<file path="src/rtl/ac_interval_coder_if.sv">
// ac_interval_coder_if: symbol/range exchange with the divider and serial code bit stream
interface ac_interval_coder_if;
    logic [15:0] range_out;
    logic [15:0] step;
    logic [15:0] cum_low;
    logic [15:0] cum_high;
    logic        sym_valid;
    logic        sym_ready;
    logic        flush;
    logic        bit_out;
    logic        bit_valid;
    logic        bit_ready;
    logic        done;
    logic        error;
    modport master (
        input  range_out, sym_ready, bit_out, bit_valid, done, error,
        output sym_valid, step, cum_low, cum_high, flush, bit_ready
    );
    modport slave (
        output range_out, sym_ready, bit_out, bit_valid, done, error,
        input  sym_valid, step, cum_low, cum_high, flush, bit_ready
    );
endinterface

</file>
<file path="src/rtl/ac_interval_coder.sv">
// ac_interval_coder: arithmetic-coder interval narrowing with E1/E2/E3 renormalization and flush
module ac_interval_coder #(
    parameter int PEND_W = 16
) (
    input logic clk,
    input logic rst_n,
    ac_interval_coder_if.slave bus
);
    typedef enum logic [2:0] {IDLE, RENORM, EMIT, FLUSH, FLUSH_END} state_t;
    state_t state, state_n;
    logic [15:0] low, low_n, rng, rng_n;
    logic [16:0] high, high_n, span;
    logic [PEND_W-1:0] pend, pend_n;
    logic prim, prim_n, ret_fl, ret_fl_n, bit_q, bit_n, vld, vld_n, err, err_n;
    logic [31:0] p_lo, p_hi;
    logic bad;
    assign span = high - 17'(low);
    assign p_lo = 32'(bus.step) * 32'(bus.cum_low);
    assign p_hi = 32'(bus.step) * 32'(bus.cum_high);
    assign bad = (bus.step == 16'h0) || (bus.cum_high <= bus.cum_low) || (p_hi > 32'(span));
    always_comb begin
        state_n = state;
        low_n = low;
        high_n = high;
        pend_n = pend;
        prim_n = prim;
        ret_fl_n = ret_fl;
        bit_n = bit_q;
        vld_n = vld;
        err_n = err;
        rng_n = rng;
        case (state)
            IDLE: begin
                if (bus.flush) begin
                    state_n = FLUSH;
                end else if (bus.sym_valid) begin
                    if (bad) begin
                        err_n = 1'b1;
                    end else begin
                        low_n = low + 16'(p_lo);
                        high_n = 17'(low) + 17'(p_hi);
                        state_n = RENORM;
                    end
                end
            end
            RENORM: begin
                if (high <= 17'h08000) begin
                    prim_n = 1'b0;
                    bit_n = 1'b0;
                    vld_n = 1'b1;
                    ret_fl_n = 1'b0;
                    low_n = low << 1;
                    high_n = high << 1;
                    state_n = EMIT;
                end else if (low >= 16'h8000) begin
                    prim_n = 1'b1;
                    bit_n = 1'b1;
                    vld_n = 1'b1;
                    ret_fl_n = 1'b0;
                    low_n = (low - 16'h8000) << 1;
                    high_n = (high - 17'h08000) << 1;
                    state_n = EMIT;
                end else if (low >= 16'h4000 && high <= 17'h0C000) begin
                    pend_n = &pend ? pend : pend + 1'b1;
                    err_n = err | (&pend);
                    low_n = (low - 16'h4000) << 1;
                    high_n = (high - 17'h04000) << 1;
                end else begin
                    rng_n = span[16] ? 16'hFFFF : span[15:0];
                    state_n = IDLE;
                end
            end
            EMIT: begin
                if (bus.bit_ready) begin
                    if (pend != '0) begin
                        bit_n = ~prim;
                        pend_n = pend - 1'b1;
                    end else begin
                        vld_n = 1'b0;
                        state_n = ret_fl ? FLUSH_END : RENORM;
                    end
                end
            end
            FLUSH: begin
                pend_n = &pend ? pend : pend + 1'b1;
                err_n = err | (&pend);
                prim_n = low >= 16'h4000;
                bit_n = low >= 16'h4000;
                vld_n = 1'b1;
                ret_fl_n = 1'b1;
                state_n = EMIT;
            end
            FLUSH_END: begin
                low_n = 16'h0;
                high_n = 17'h10000;
                pend_n = '0;
                rng_n = 16'hFFFF;
                state_n = IDLE;
            end
            default: state_n = IDLE;
        endcase
    end
    always_ff @(posedge clk or negedge rst_n) begin
        if (!rst_n) begin
            state <= IDLE;
            low <= 16'h0;
            high <= 17'h10000;
            pend <= '0;
            prim <= 1'b0;
            ret_fl <= 1'b0;
            bit_q <= 1'b0;
            vld <= 1'b0;
            err <= 1'b0;
            rng <= 16'hFFFF;
        end else begin
            state <= state_n;
            low <= low_n;
            high <= high_n;
            pend <= pend_n;
            prim <= prim_n;
            ret_fl <= ret_fl_n;
            bit_q <= bit_n;
            vld <= vld_n;
            err <= err_n;
            rng <= rng_n;
        end
    end
    assign bus.range_out = rng;
    assign bus.sym_ready = state == IDLE;
    assign bus.bit_out = bit_q;
    assign bus.bit_valid = vld;
    assign bus.done = state == FLUSH_END;
    assign bus.error = err;
endmodule
</file>
<file path="src/flat_wrapper.sv">
// flat-port wrapper written by rule: the top's interface ports become plain ports
module ac_interval_coder_flat 
#(
    parameter int PEND_W = 16
)
  (clk, rst_n, bus_range_out, bus_sym_ready, bus_bit_out, bus_bit_valid, bus_done, bus_error, bus_sym_valid, bus_step, bus_cum_low, bus_cum_high, bus_flush, bus_bit_ready);
  ac_interval_coder_if bus_i ();
  input logic clk;
  input logic rst_n;
  output wire logic [$bits(bus_i.range_out)-1:0] bus_range_out;
  output wire logic [$bits(bus_i.sym_ready)-1:0] bus_sym_ready;
  output wire logic [$bits(bus_i.bit_out)-1:0] bus_bit_out;
  output wire logic [$bits(bus_i.bit_valid)-1:0] bus_bit_valid;
  output wire logic [$bits(bus_i.done)-1:0] bus_done;
  output wire logic [$bits(bus_i.error)-1:0] bus_error;
  input wire logic [$bits(bus_i.sym_valid)-1:0] bus_sym_valid;
  input wire logic [$bits(bus_i.step)-1:0] bus_step;
  input wire logic [$bits(bus_i.cum_low)-1:0] bus_cum_low;
  input wire logic [$bits(bus_i.cum_high)-1:0] bus_cum_high;
  input wire logic [$bits(bus_i.flush)-1:0] bus_flush;
  input wire logic [$bits(bus_i.bit_ready)-1:0] bus_bit_ready;
  assign bus_range_out = bus_i.range_out;
  assign bus_sym_ready = bus_i.sym_ready;
  assign bus_bit_out = bus_i.bit_out;
  assign bus_bit_valid = bus_i.bit_valid;
  assign bus_done = bus_i.done;
  assign bus_error = bus_i.error;
  assign bus_i.sym_valid = bus_sym_valid;
  assign bus_i.step = bus_step;
  assign bus_i.cum_low = bus_cum_low;
  assign bus_i.cum_high = bus_cum_high;
  assign bus_i.flush = bus_flush;
  assign bus_i.bit_ready = bus_bit_ready;
  ac_interval_coder #(.PEND_W(PEND_W)) u_core (.clk(clk), .rst_n(rst_n), .bus(bus_i));
endmodule
</file>
<file path="config.mk">
export PLATFORM = sky130hd
export DESIGN_NAME = ac_interval_coder_flat
export DESIGN_NICKNAME = d
export VERILOG_FILES = /design/src/rtl/ac_interval_coder_if.sv /design/src/rtl/ac_interval_coder.sv /design/src/flat_wrapper.sv
export SDC_FILE = /design/constraint.sdc
export NUM_CORES = 1
export LEC_CHECK = 0
export CAP_MARGIN = 20
export CORE_MARGIN = 8
export CORE_UTILIZATION = 50
export CTS_CLUSTER_SIZE = 10
export DETAILED_ROUTE_END_ITERATION = 10
export HOLD_SLACK_MARGIN = 0.06
export PLACE_DENSITY_LB_ADDON = 0.25
export SLEW_MARGIN = 10
export SYNTH_ARGS = -nofsm -noshare
export SYNTH_HDL_FRONTEND = slang
export SYNTH_SLANG_ARGS = --single-unit
</file>
<file path="constraint.sdc">
create_clock -name clk -period 6.8 [get_ports clk]
set_clock_uncertainty 0.1 [all_clocks]
set_input_delay 0.68 -clock clk [delete_from_list [all_inputs] [get_ports clk]]
set_output_delay 0.68 -clock clk [all_outputs]
set_load 0.05 [all_outputs]
</file>
# After elaboration in Yosys (flattened, before gate mapping)
# Cells that the tools add are included.
[word_totals]
elab_cells = 126
out_inout_bits = 21
reg_bits = 73
in_bits = 53
[op_classes]
mul = 2
n_mux = 56
magnitude_cmp = 6
n_addsub = 9
reduce_logical = 21
n_eq_ne = 20
bitwise = 2
[ops]
columns = ["cell", "count"]
rows = [
  ["$mux 16", 16],
  ["$mux 17", 6],
  ["$pmux 16 s4", 1],
  ["$pmux 17 s3", 1],
  ["$pmux 16 s3", 1],
  ["$le 17x16->1 const B", 2],
  ["$gt 32x17->1", 1],
  ["$mul 16x16->32", 1],
  ["$pmux 16 s2", 1],
  ["$mux 3", 9],
  ["$add 16x17->17", 1],
  ["$sub 17x16->17", 1],
  ["$add 16x1->16 const B", 1],
  ["$add 16x16->16", 1],
  ["$ge 16x15->1 const B", 1],
  ["$ge 16x16->1 const B", 1],
  ["$le 16x16->1", 1],
  ["$logic_not 16->1", 1],
  ["$mul 16x16->16", 1],
  ["$reduce_and 16->1", 1],
  ["$reduce_bool 16->1", 1],
  ["$sub 16x1->16 const B", 1],
  ["$sub 16x15->16 const B", 1],
  ["$sub 16x16->16 const B", 1],
  ["other kinds (28)", 63],
]

# Longest topological paths before layout
[logic_depth]
word_depth = 7
mapped_depth = 35
ltp_nobuf = 31

# Least setup slack after synthesis
# No wires, ideal clock.
[synth_timing]
path_kind = "in2reg"
from = "in bus_step[6]"
to = "reg u_core.high[10]"
required_time_ns = 6.575
arrival_ns = 7.947
setup_slack_ns = -1.372
n_path_buf = 4
stages = 31
setup_ns = 0.125
path_cell_list = "clkbuf_1 -> clkbuf_1 -> nand2_1 -> fa_1 -> fa_1 -> fa_1 -> fa_1 -> inv_1 -> fa_1 -> fa_1 -> ha_1 -> and3_1 -> a221oi_1 -> o21ai_0 -> a21oi_1 -> o21bai_1 -> a21oi_1 -> xnor2_1 -> ha_1 -> nand4_1 -> nor3_1 -> o21ai_0 -> a21oi_1 -> or4_1 -> nor4_1 -> and4_1 -> nand4_2 -> a21o_1 -> buf_6 -> buf_8 -> mux2_4"
[synth_via]
elab_chain_cells = 6
elab_cells_between_ends = 12
[synth_lines]
columns = ["item", "line_no", "rtl"]
rows = [
  ["start, declared", "flat_wrapper.sv:17", "input wire logic [$bits(bus_i.step)-1:0] bus_step;"],
  ["$mul 16x16->32", "ac_interval_coder.sv:19", "assign p_hi = 32'(bus.step) * 32'(bus.cum_high);"],
  ["$add 16x17->17", "ac_interval_coder.sv:41", "high_n = 17'(low) + 17'(p_hi);"],
  ["$mux 17", "ac_interval_coder.sv:37", "if (bad) begin"],
  ["$mux 17", "ac_interval_coder.sv:36", "end else if (bus.sym_valid) begin"],
  ["$mux 17", "ac_interval_coder.sv:34", "if (bus.flush) begin"],
  ["$pmux 17 s3", "ac_interval_coder.sv:32", "case (state)"],
  ["end signal, assigned", "ac_interval_coder.sv:118", "high <= high_n;"],
  ["end, declared", "ac_interval_coder.sv:12", "logic [16:0] high, high_n, span;"],
]
# Parallel ways exist; a longest one is shown, timed or not. The select of a mux whose other input is x is not followed.
# A chain may end at the register's enable or synchronous reset.

# Worst setup path in the final report
[layout_timing]
from = "in bus_cum_high[2]"
to = "reg u_core.high[2]"
[layout_via]
elab_chain_cells = 6
elab_cells_between_ends = 12
[layout_lines]
columns = ["item", "line_no", "rtl"]
rows = [
  ["start, declared", "flat_wrapper.sv:19", "input wire logic [$bits(bus_i.cum_high)-1:0] bus_cum_high;"],
  ["$mul 16x16->32", "ac_interval_coder.sv:19", ""],
  ["$add 16x17->17", "ac_interval_coder.sv:41", ""],
  ["$mux 17", "ac_interval_coder.sv:37", ""],
  ["$mux 17", "ac_interval_coder.sv:36", ""],
  ["$mux 17", "ac_interval_coder.sv:34", ""],
  ["$pmux 17 s3", "ac_interval_coder.sv:32", ""],
]
# Parallel ways exist; a longest one is shown, timed or not. The select of a mux whose other input is x is not followed.

==> impl_metrics.tcl <==
set metrics [dict create \
    outcome "finished, violations left" \
    violations "negative setup slack" \
    ys_types 70 \
    grtUsageTotal 0.2311 \
    io_buffers 73 \
    layout_common_cells "385 x inv_1, 310 x nand2_1, 286 x fa_1" \
    synth_area_mm2 0.01906 \
    vias 15880 \
    endpoint_kind "flop" \
    drtIter0Drc 891 \
    cp_max_fo 7 \
    hp-class "in -> async" \
    post-route-period-util 1.157 \
    cts_root_buf "clkbuf_16" \
    postSynth.asyncResetShare 1.000 \
    crit_arrival_ns 7.99 \
    ant_nets 0 \
    avgSynthCellArea_um2 8.661 \
    timing.final.ws_setup_ns -1.066 \
    synthCells 2201 \
    drt-vias-per-instance 5.354 \
    syn_nets 2782 \
    criticalPathCategory "in -> reg" \
    rows 71 \
    fillCellCount 3311 \
    utilization 0.6018 \
    cp_num_buf_inv 7 \
    syn2layout_area_growth_pct 18.63 \
    io_pins 74 \
    min_period_ns 7.866 \
    post_dp_cell_area_mm2 0.02188 \
    die_x_um 211.3 \
    die-area_mm2 0.04463 \
    place.gp.congestion 0.9097 \
    setup-violations-final 35 \
    crit_required_ns 6.92 \
    ys_seq_area_frac 0.09695 \
    stdcell_count 2967 \
    grt_max_degree 74 \
    yosys-top-cells-area "fa_1 31%, ha_1 16%, inv_1 7.7%" \
    synth_top_area_cell "fa_1" \
    nets 3031 \
    path_delay_family "adder cells" \
    max_cap_viol_count 0 \
    wl_per_cell_um 17.03 \
    path_clk_slew_ns 0.06 \
    grt_pass1_wl_mm 84.48 \
    first_pass_iters 5 \
    place_inst 2926 \
    synth-seq-cells 73 \
    fmax_mhz 127.1 \
    layout_commonest_cell "inv_1" \
    synthDominantCellAreaShare 0.3056 \
    synth_flop_cell "dfrtp_1" \
    rsz0062_at_grt "yes" \
    cts_tree "done" \
    cts_htree_levels 3 \
    dp.final_hpwl_mm 42.76 \
    grt_pass1_vias 16910 \
    critPathMaxStageDelay_ns 0.58 \
    start_util 0.5073 \
    cts.sinks 73 \
    hold_violations 0 \
    tightest_slew_ns 1.013 \
    insertion_delay_ns 0.34 \
    critPathLaunchType "input pin" \
    coreArea_mm2 0.03758 \
    dieHeight_um 211.3 \
    cts_buffers 9 \
    overflow 0 \
    drive_above_1_share 0.1572 \
    routed_wl_mm 50.54 \
    hold_buffers 0 \
    drc 0 \
    cts_buffer_depth 2 \
    crit_path_top_delay_cell "fa_1" \
    relSlewSlack 0.3247 \
    antenna_found_initial 3 \
    yosys_warnings 0 \
    slew_violations 0 \
    crit_top_cell "fa_1" \
    synth_edf_count 0 \
    fin_area_mm2 0.02261 \
]
==> cell families after synthesis <==
kind of cell    synth area share
simple gates              0.1702
fa+ha+maj                 0.4612
buf+inv                  0.09688
compound gates            0.1055
xor+xnor                 0.04667
flops                    0.09695
mux                      0.02265
==> worst register-to-register path, cell delays in order (launching register included) <==
cell       delay (ns)
dfrtp_1          0.46
inv_1            0.14
ha_1             0.28
nor2b_1          0.13
o21ai_0          0.24
a21boi_0         0.19
o41ai_1          0.31
o21ai_0          0.20
o41ai_1          0.56
o2111ai_1        0.20
a21oi_1          0.21
xnor2_1          0.26
ha_1             0.33
nand4_1          0.13
nor3_2           0.07
o21ai_1          0.11
a21oi_2          0.06
or4_1            0.40
nor4_1           0.24
and4_1           0.25
nand4_2          0.10
a21o_4           0.29
buf_12           0.17
mux2_4           0.30
==> synthesized netlist by cell type, drive strengths merged (12+ instances only) <==
library cell  instances
inv                 391
clkbuf               85
mux2i                15
nor2                 77
a211oi               15
dfstp                17
fa                  291
o21bai               14
mux2                 20
a22oi                12
nand2               314
o21ai                58
xor2                 29
a31oi                24
xnor2                70
o31ai                15
ha                  237
nand3                30
a21o                 30
nor4                 16
and2                154
dfrtp                56
a21oi                65
nor3                 26
nand4                16
==> layer usage <==
| layer | up-vias | routed length [um] | GRT usage | share of wire |
|---|---|---|---|---|
| met4 | 2 | 1124 | 0.05864 | 0.022 |
| met5 | - | 13 | 0 | 0.00026 |
| met2 | 335 | 25300 | 0.4024 | 0.50 |
| met1 | 7922 | 22090 | 0.3032 | 0.44 |
| li1 | 7535 | - | - | - |
| met3 | 90 | 2004 | 0.02552 | 0.040 |
==> metrics by stage <==
step / setup WS [ns] / TNS [ns] / hold slack, ns
5_1_grt: -1.371 / -45.89 / 0.4150
2_1_floorplan: -0.9896 / -31.01 / 0.2844
6_report: -1.066 / -35.24 / 0.3950
4_1_cts: -1.112 / -36.80 / 0.3997
3_3_place_gp: -1.681 / -56.75 / 0.3922
3_5_place_dp: -1.840 / -61.87 / 0.3915
==> state kept, by name, summed over array words and instances, names as in the netlist <==
| signal | count |
|---|---|
| u_core.high | 17 |
| u_core.bus.range_out | 16 |
| u_core.bus.bit_valid | 1 |
| u_core.state | 3 |
| u_core.ret_fl | 1 |
| u_core.pend | 16 |
| u_core.bus.error | 1 |
| u_core.low | 16 |
| u_core.bus.bit_out | 1 |
| u_core.prim | 1 |
==> worst paths after layout <==
kind	slack [ns]	end	start	cells after the start
min	0.39	u_core.pend[7]$_DFFE_PN0P_	rst_n	1
max in group asynchronous	5.60	u_core.low[8]$_DFFE_PN0P_	rst_n	1
max	-1.07	u_core.high[2]$_DFFE_PN0P_	bus_cum_high[2]	33
min in group clk	0.40	u_core.bus.range_out[7]$_DFFE_PN1P_	u_core.bus.range_out[7]$_DFFE_PN1P_	2
max reg2reg	0.98	u_core.high[2]$_DFFE_PN0P_	u_core.low[1]$_DFFE_PN0P_	23
min reg2reg	0.39	u_core.bus.range_out[7]$_DFFE_PN1P_	u_core.bus.range_out[7]$_DFFE_PN1P_	2
==> cell type report <==
type,count,area [um^2],area share
tap,511,639.4,0.02827
sequential,73,1848,0.08172
timing repair buffer,329,2759,0.1220
inverter,391,1468,0.06490
clock buffer,10,239.0,0.01057
antenna,1,2.502,0.0001107
clock inverter,6,57.56,0.002545
multi-input combinational,1646,15600,0.6899
==> repair_timing <==
item	in CTS	in global routing
endpoints found under the setup margin	35	35
pin swaps	45	39
cloned	4	0
setup buffers	13	9
gates resized for setup	108	21
Power is not shown: default switching activity piles up to over one toggle a cycle in this logic, so the estimate is an artifact.
